<file path="src/rtl/uart_rx.sv">
// Asynchronous serial receiver: 8 data bits LSB first, check bit and two stop bits,
// sampled mid-bit from an internal baud divider and delivered on a valid/ready port.
module uart_rx #(
   parameter int unsigned CLK_DIV = 434
) (
   input  logic       clk_i,
   input  logic       rst_ni,
   input  logic       parity_i,
   input  logic [1:0] stopbit_i,
   input  logic       rs422_rx_i,
   output logic [7:0] rx_data_o,
   output logic       valid_o,
   input  logic       ready_i,
   output logic       parity_err_o,
   output logic       frame_err_o,
   output logic       overrun_o
);

   localparam int unsigned CntW = $clog2(CLK_DIV);
   localparam logic [CntW-1:0] HalfLoad = CntW'(CLK_DIV / 2 - 1);
   localparam logic [CntW-1:0] FullLoad = CntW'(CLK_DIV - 1);

   typedef enum logic [2:0] {
      StIdle,
      StStart,
      StData,
      StCheck,
      StStop0,
      StStop1
   } state_e;

   state_e state_q, state_d;

   logic            sync1_q, rxs_q, rxs_dly_q;
   logic [CntW-1:0] cnt_q, cnt_d;
   logic [2:0]      idx_q, idx_d;
   logic [7:0]      shift_q, shift_d;
   logic            chk_err_q, chk_err_d;
   logic            stop0_err_q, stop0_err_d;
   logic [7:0]      rx_data_q, rx_data_d;
   logic            valid_q, valid_d;
   logic            perr_q, perr_d;
   logic            ferr_q, ferr_d;
   logic            ovr_q, ovr_d;

   logic fall, tick, commit;

   assign fall = rxs_dly_q & ~rxs_q;
   assign tick = (cnt_q == '0);

   // Synchronizer plus edge-detect stage; idle-high reset avoids a spurious start.
   always_ff @(posedge clk_i or negedge rst_ni) begin
      if (!rst_ni) begin
         sync1_q   <= 1'b1;
         rxs_q     <= 1'b1;
         rxs_dly_q <= 1'b1;
      end else begin
         sync1_q   <= rs422_rx_i;
         rxs_q     <= sync1_q;
         rxs_dly_q <= rxs_q;
      end
   end

   always_ff @(posedge clk_i or negedge rst_ni) begin
      if (!rst_ni) begin
         state_q <= StIdle;
      end else begin
         state_q <= state_d;
      end
   end

   always_comb begin
      state_d = state_q;
      unique case (state_q)
         StIdle:  if (fall) state_d = StStart;
         StStart: if (tick) state_d = rxs_q ? StIdle : StData;
         StData:  if (tick && idx_q == 3'd7) state_d = StCheck;
         StCheck: if (tick) state_d = StStop0;
         StStop0: if (tick) state_d = StStop1;
         StStop1: if (tick) state_d = StIdle;
         default: state_d = StIdle;
      endcase
   end

   always_comb begin
      cnt_d       = cnt_q;
      idx_d       = idx_q;
      shift_d     = shift_q;
      chk_err_d   = chk_err_q;
      stop0_err_d = stop0_err_q;
      commit      = 1'b0;

      if (state_q != StIdle) begin
         cnt_d = tick ? FullLoad : cnt_q - 1'b1;
      end

      unique case (state_q)
         StIdle: begin
            if (fall) cnt_d = HalfLoad;
         end
         StStart: begin
            if (tick) idx_d = 3'd0;
         end
         StData: begin
            if (tick) begin
               shift_d[idx_q] = rxs_q;
               idx_d          = idx_q + 3'd1;
            end
         end
         StCheck: begin
            if (tick) chk_err_d = rxs_q ^ (parity_i ? ^shift_q : ~^shift_q);
         end
         StStop0: begin
            if (tick) stop0_err_d = rxs_q ^ stopbit_i[0];
         end
         StStop1: begin
            if (tick) commit = 1'b1;
         end
         default: ;
      endcase

      rx_data_d = commit ? shift_q : rx_data_q;
      perr_d    = commit ? chk_err_q : perr_q;
      ferr_d    = commit ? (stop0_err_q | (rxs_q ^ stopbit_i[1])) : ferr_q;
      // A commit wins over the handshake; losing an unconsumed byte flags overrun.
      valid_d   = commit | (valid_q & ~ready_i);
      ovr_d     = commit & valid_q & ~ready_i;
   end

   always_ff @(posedge clk_i or negedge rst_ni) begin
      if (!rst_ni) begin
         cnt_q       <= '0;
         idx_q       <= 3'd0;
         shift_q     <= 8'h00;
         chk_err_q   <= 1'b0;
         stop0_err_q <= 1'b0;
         rx_data_q   <= 8'h00;
         valid_q     <= 1'b0;
         perr_q      <= 1'b0;
         ferr_q      <= 1'b0;
         ovr_q       <= 1'b0;
      end else begin
         cnt_q       <= cnt_d;
         idx_q       <= idx_d;
         shift_q     <= shift_d;
         chk_err_q   <= chk_err_d;
         stop0_err_q <= stop0_err_d;
         rx_data_q   <= rx_data_d;
         valid_q     <= valid_d;
         perr_q      <= perr_d;
         ferr_q      <= ferr_d;
         ovr_q       <= ovr_d;
      end
   end

   assign rx_data_o    = rx_data_q;
   assign valid_o      = valid_q;
   assign parity_err_o = perr_q;
   assign frame_err_o  = ferr_q;
   assign overrun_o    = ovr_q;

endmodule

</file>
<file path="config.mk">
export PLATFORM = sky130hd
export DESIGN_NAME = uart_rx
export DESIGN_NICKNAME = d
export VERILOG_FILES = /design/src/rtl/uart_rx.sv
export SDC_FILE = /design/constraint.sdc
export NUM_CORES = 1
export LEC_CHECK = 0
export CORE_MARGIN = 3
export CORE_UTILIZATION = 41
export DETAILED_ROUTE_END_ITERATION = 8
export GPL_TIMING_DRIVEN = 0
export PLACE_DENSITY = 0.58
export SLEW_MARGIN = 40
export SYNTH_ARGS = -nofsm -noshare
export SYNTH_HDL_FRONTEND = slang
export SYNTH_SLANG_ARGS = --single-unit
</file>
<file path="constraint.sdc">
create_clock -name clk_i -period 3.4 [get_ports clk_i]
set_input_delay 0.51 -clock clk_i [delete_from_list [all_inputs] [get_ports clk_i]]
set_output_delay 0.51 -clock clk_i [all_outputs]
set_load 0.01 [all_outputs]
</file>
## Word-level counts from Yosys, hierarchy flattened

Cells that the tools add are included.

| storage, ports and cells | value |
|---|---|
| register bits after elaboration | 40 |
| bits of input ports | 7 |
| output and inout port bits | 12 |
| logic and storage cells | 75 |

| cells by class | value |
|---|---|
| add/sub/neg operators | 2 |
| magnitude comparators | 2 |
| equal/unequal tests | 13 |
| mux-type cells | 20 |
| bitwise gates (word level) | 11 |
| reduce and logical (&&, ||, !) cells | 13 |

Operators by type and width:

| cell | number |
|---|---|
| 9-bit two-way mux | 4 |
| 3-bit two-way mux | 7 |
| 3-bit one-hot mux with 6 select lines | 1 |
| 2-bit inequality test, second input constant | 7 |
| 3-bit == test, second input constant | 3 |
| 9-bit zero test | 1 |
| 9-bit by 1-bit subtractor with 9-bit output, second input constant | 1 |
| 8-bit bitwise mux | 1 |
| 8-bit XNOR reduction | 1 |
| 8-bit XOR reduction | 1 |
| 3-bit by 2-bit == test with 1-bit output, second input constant | 2 |
| 3-bit one-hot mux with 2 select lines | 1 |
| 2-bit AND reduction | 3 |
| 6-bit AND reduction | 1 |
| 1-bit AND | 4 |
| 3-bit by 4-bit < comparator with 1-bit output, second input constant | 1 |
| 1-bit two-way mux | 4 |
| 3-bit by 1-bit adder with 3-bit output, second input constant | 1 |
| 1-bit demux with 3-bit select | 1 |
| 3-bit by 1-bit == test with 1-bit output, second input constant | 1 |
| 3-bit by 1-bit >= comparator with 1-bit output, second input constant | 1 |
| 3-bit zero test | 1 |
| 3-bit AND reduction | 1 |
| 3-bit nonzero test | 1 |
| other kinds (6) | 11 |

## Logic depth before layout (Yosys ltp)

| logic depth | value |
|---|---|
| word-level depth | 5 |
| mapped depth | 7 |
| mapped depth without buffers | 6 |

## Worst setup path before layout

Ideal clock, no wire load.

| timing | value |
|---|---|
| kind | reg2reg |
| from | register cnt_q[0] |
| to | register shift_q[4] |
| library setup time | 0.128 ns |
| data arrival time | 1.562 ns |
| required time | 3.272 ns |
| path slack | 1.710 ns |
| stages on the path, launching flop included | 7 |
| buffers on the path | 0 |
| period minus slack after synthesis | 1.690 ns |
| cell sequence | dfrtp_1 > inv_1 > ha_1 > nor4b_4 > nand4_1 > nor3_1 > mux2_1 |

| on the way | value |
|---|---|
| word-level cells in the longest chain between the ends | 2 |

Ends and longest elaborated chain:

| item | line | source |
|---|---|---|
| start: declaration | 35 | `logic [CntW-1:0] cnt_q, cnt_d;` |
| start signal: assignment | 143 | `cnt_q <= cnt_d;` |
| 9-bit zero test | 49 | `assign tick = (cnt_q == '0);` |
| 2-bit AND reduction (no source line) | n/a |  |
| end signal: assignment | 145 | `shift_q <= shift_d;` |
| end: declaration | 37 | `logic [7:0] shift_q, shift_d;` |

No other way between the ends.
A chain may end at the register's enable or synchronous reset.

## Final worst setup path

Same ends and word-level chain as after synthesis.

==> results.yml <==
outcome:
  outcome: "completed"
synth:
  async_flop_share: 1.00
  synthesis.area_mm2: 0.00203
  synth_edf_count: 0
  yosysWarnings: 0
  ys_ff_latch: 40
  yosysTopAreaCell: "dfrtp_1"
  syn_inst: 179
  synth_top_area_share: 0.457
  yosysMostFrequentCell: "dfrtp_1"
  syn_nets: 189
  synth_cell_types: 43
  avgSynthCellArea_um2: 11.3
  ys.flop_type: "dfrtp_1"
  synth_common_cells: "37 x dfrtp_1, 13 x nand2_1, 11 x mux2_2, 11 x nor2_1, 8 x nand3_1"
  ys_seq_area_frac: 0.495
  ys_top_cells_by_area: "dfrtp_1 46%, mux2_2 6.1%, mux2_4 5.2%"
clock_tree:
  path_clk_slew_ns: 0.08
  clk_path_buf_depth: 2
  postCtsSetupBuffers: 0
  cts_tree: "yes"
  clk_latency_ns: 0.29
  cts.repair.resized: 0
  root_buffer: "clkbuf_8"
  cts_sinks: 40
  cts_buffers: 5
  htreeDepth: 2
  cts_hold_buffers: 0
critical_path:
  r2r_start: "cnt_q[0]"
  regToRegSetupSlack_ns: 1.43
  cp.arrival_ns: 2.14
  critPathSlowestCell: "dfrtp_1"
  path_buf_inv: 1
  crit_path_end_kind: "flop"
  crit_required_ns: 3.57
  cp.depth: 6
  startpoint: "cnt_q[0]"
  path_class: "flop to flop"
  critical_path.top_delay_family: "simple AND/OR/NAND/NOR gates"
  crit_chain: "inv_1, ha_1, nor4b_4, nand4_1, nor3_1, mux2_1"
  start_kind: "flop"
  ff2ff_path_depth: 6
  critPathMaxFanout: 4
  slowest_delay_ns: 0.40
global_routing:
  grt_pass1_vias: 1506
  antenna_found_initial: 0
  grt_max_degree: 41
  grt_usage: 0.151
  grt_pass1_wl_mm: 7.04
  grt_remaining_overflow: 0
sta:
  fin_crit_ns: 1.97
  worst_pin_slew_ns: 0.628
  setup_tns_ns: 0
  finalCritPeriodShare: 0.579
  skew_ns: 0.0147
  maxSlewViolCount: 0
  fmax_mhz: 508
  slew_headroom: 0.578
  hold_viol: 0
  setup_ws_ns: 1.43
  worst_hold_slack_ns: 0.183
  setup_viol: 0
  rsz0062_at_grt: "false"
placed_design:
  postPlaceCellArea_mm2: 0.00229
  dp_hpwl_mm: 2.99
  dpl.cell_count: 262
  gp_congestion: 0.856
  dpl_worst_slack_ns: 1.39
  io_buffers: 18
floorplanning:
  initial_core_util: 0.444
  die_y_um: 76.3
  fp.coreArea_mm2: 0.00456
  placementRows: 24
  ios: 19
  dieArea_mm2: 0.00583
  die_w_um: 76.3
power_and_ir_drop:
  p_total_mw: 1.23
  ir_drop_v: 0.000254
  p_per_area_mw_per_mm2: 520
  power.leakage_nw: 1.07
cells_and_area:
  n_antenna_cell: 0
  stdcell_count: 270
  final_area_mm2: 0.00237
  nNetsFinal: 214
  fillers: 426
  drive_gt1_frac: 0.171
  fin_util: 0.519
  areaGrowthSynthToFinish_pct: 16.7
drt:
  drc: 0
  viasPerCell: 5.36
  drt-pass1-iter-count: 4
  routed_wl_mm: 4.09
  ant_nets: 0
  dr_total_vias: 1448
  drt-wirelength-per-cell_um: 15.2
  drt-initial-drc-count: 107
flow_run:
  drv_cap: 0
hold_path:
  hold_class: "primary input to async pin"
-- report_power, final --
| group | internal [mW] | switching, mW |
|---|---|---|
| logic | 0.126 | 0.165 |
| registers | 0.541 | 0.101 |
| clock network | 0.146 | 0.155 |
| total | 0.812 | 0.420 |
-- worst reg2reg max path, delay by kind of cell, from the launching register on --
kind / cells / cell delay, ns
AND/OR/NAND/NOR: 3 / 0.85
flip-flops: 1 / 0.40
multiplexers: 1 / 0.35
adder cells (fa/ha/maj): 1 / 0.20
buffers and inverters: 1 / 0.07
-- cell usage in the layout, fill, tap and decap left out, drive strengths merged --
cell            n
mux2           20
inv             7
o22ai           1
nor3b           3
ha              3
nand4b          1
nor4b           1
o31ai           2
nand2          13
nand4           7
mux2i           1
and4            1
o21ai           3
nor2           12
xor2            3
or3             3
nand3           8
xnor3           1
xnor2           6
nor4            2
dfrtp          37
a31oi           1
nor3            7
dfstp           3
buf             4
clkdlybuf4s50  17
nor2b           6
o32ai           1
a21oi           7
nand2b          4
a211o           2
and2            1
o2bb2ai         2
a41oi           2
a22o            1
clkbuf         12
-- layer usage --
layer  part of all wire  up-vias  track usage
met2               0.48       42        0.243
li1                   -      697            -
met1               0.46      705        0.195
met5                  0        -            0
met3              0.049        4       0.0390
met4              0.010        0       0.0543
-- cells by family after synthesis --
| kind of cell | count (synthesis) | synth area share |
|---|---|---|
| and+or+nand+nor | 69 | 0.197 |
| xor gates and xnor gates | 10 | 0.0500 |
| AOI/OAI and AO/OA | 22 | 0.0728 |
| buffers and inverters | 14 | 0.0370 |
| adders and majority gates | 3 | 0.0185 |
| DFF | 40 | 0.495 |
| muxes | 21 | 0.129 |
-- path summary, 6_finish.rpt --
path                               to
max in group asynchronous   rxs_dly_q
min reg2reg                     rxs_q
min in group clk_i              rxs_q
max reg2reg                shift_q[4]
min                          cnt_q[5]
max                        shift_q[4]
-- sequential cells by signal (all words and copies together) (netlist names), 3 cells and up --
register / cells
shift_q: 8
state_q: 3
rx_data_o: 8
idx_q: 3
cnt_q: 9
-- layout make-up --
type                    count  area [um2]  area share
plain buffers               7        48.8      0.0206
clock buffers               8        80.1      0.0338
inverters                   7        26.3      0.0111
multi-input cells         125         948       0.401
flip-flops and latches     40        1000       0.424
well taps                  65        81.3      0.0344
repair buffers             18         178      0.0751
Note: power is estimated with default switching activity, not from simulation.
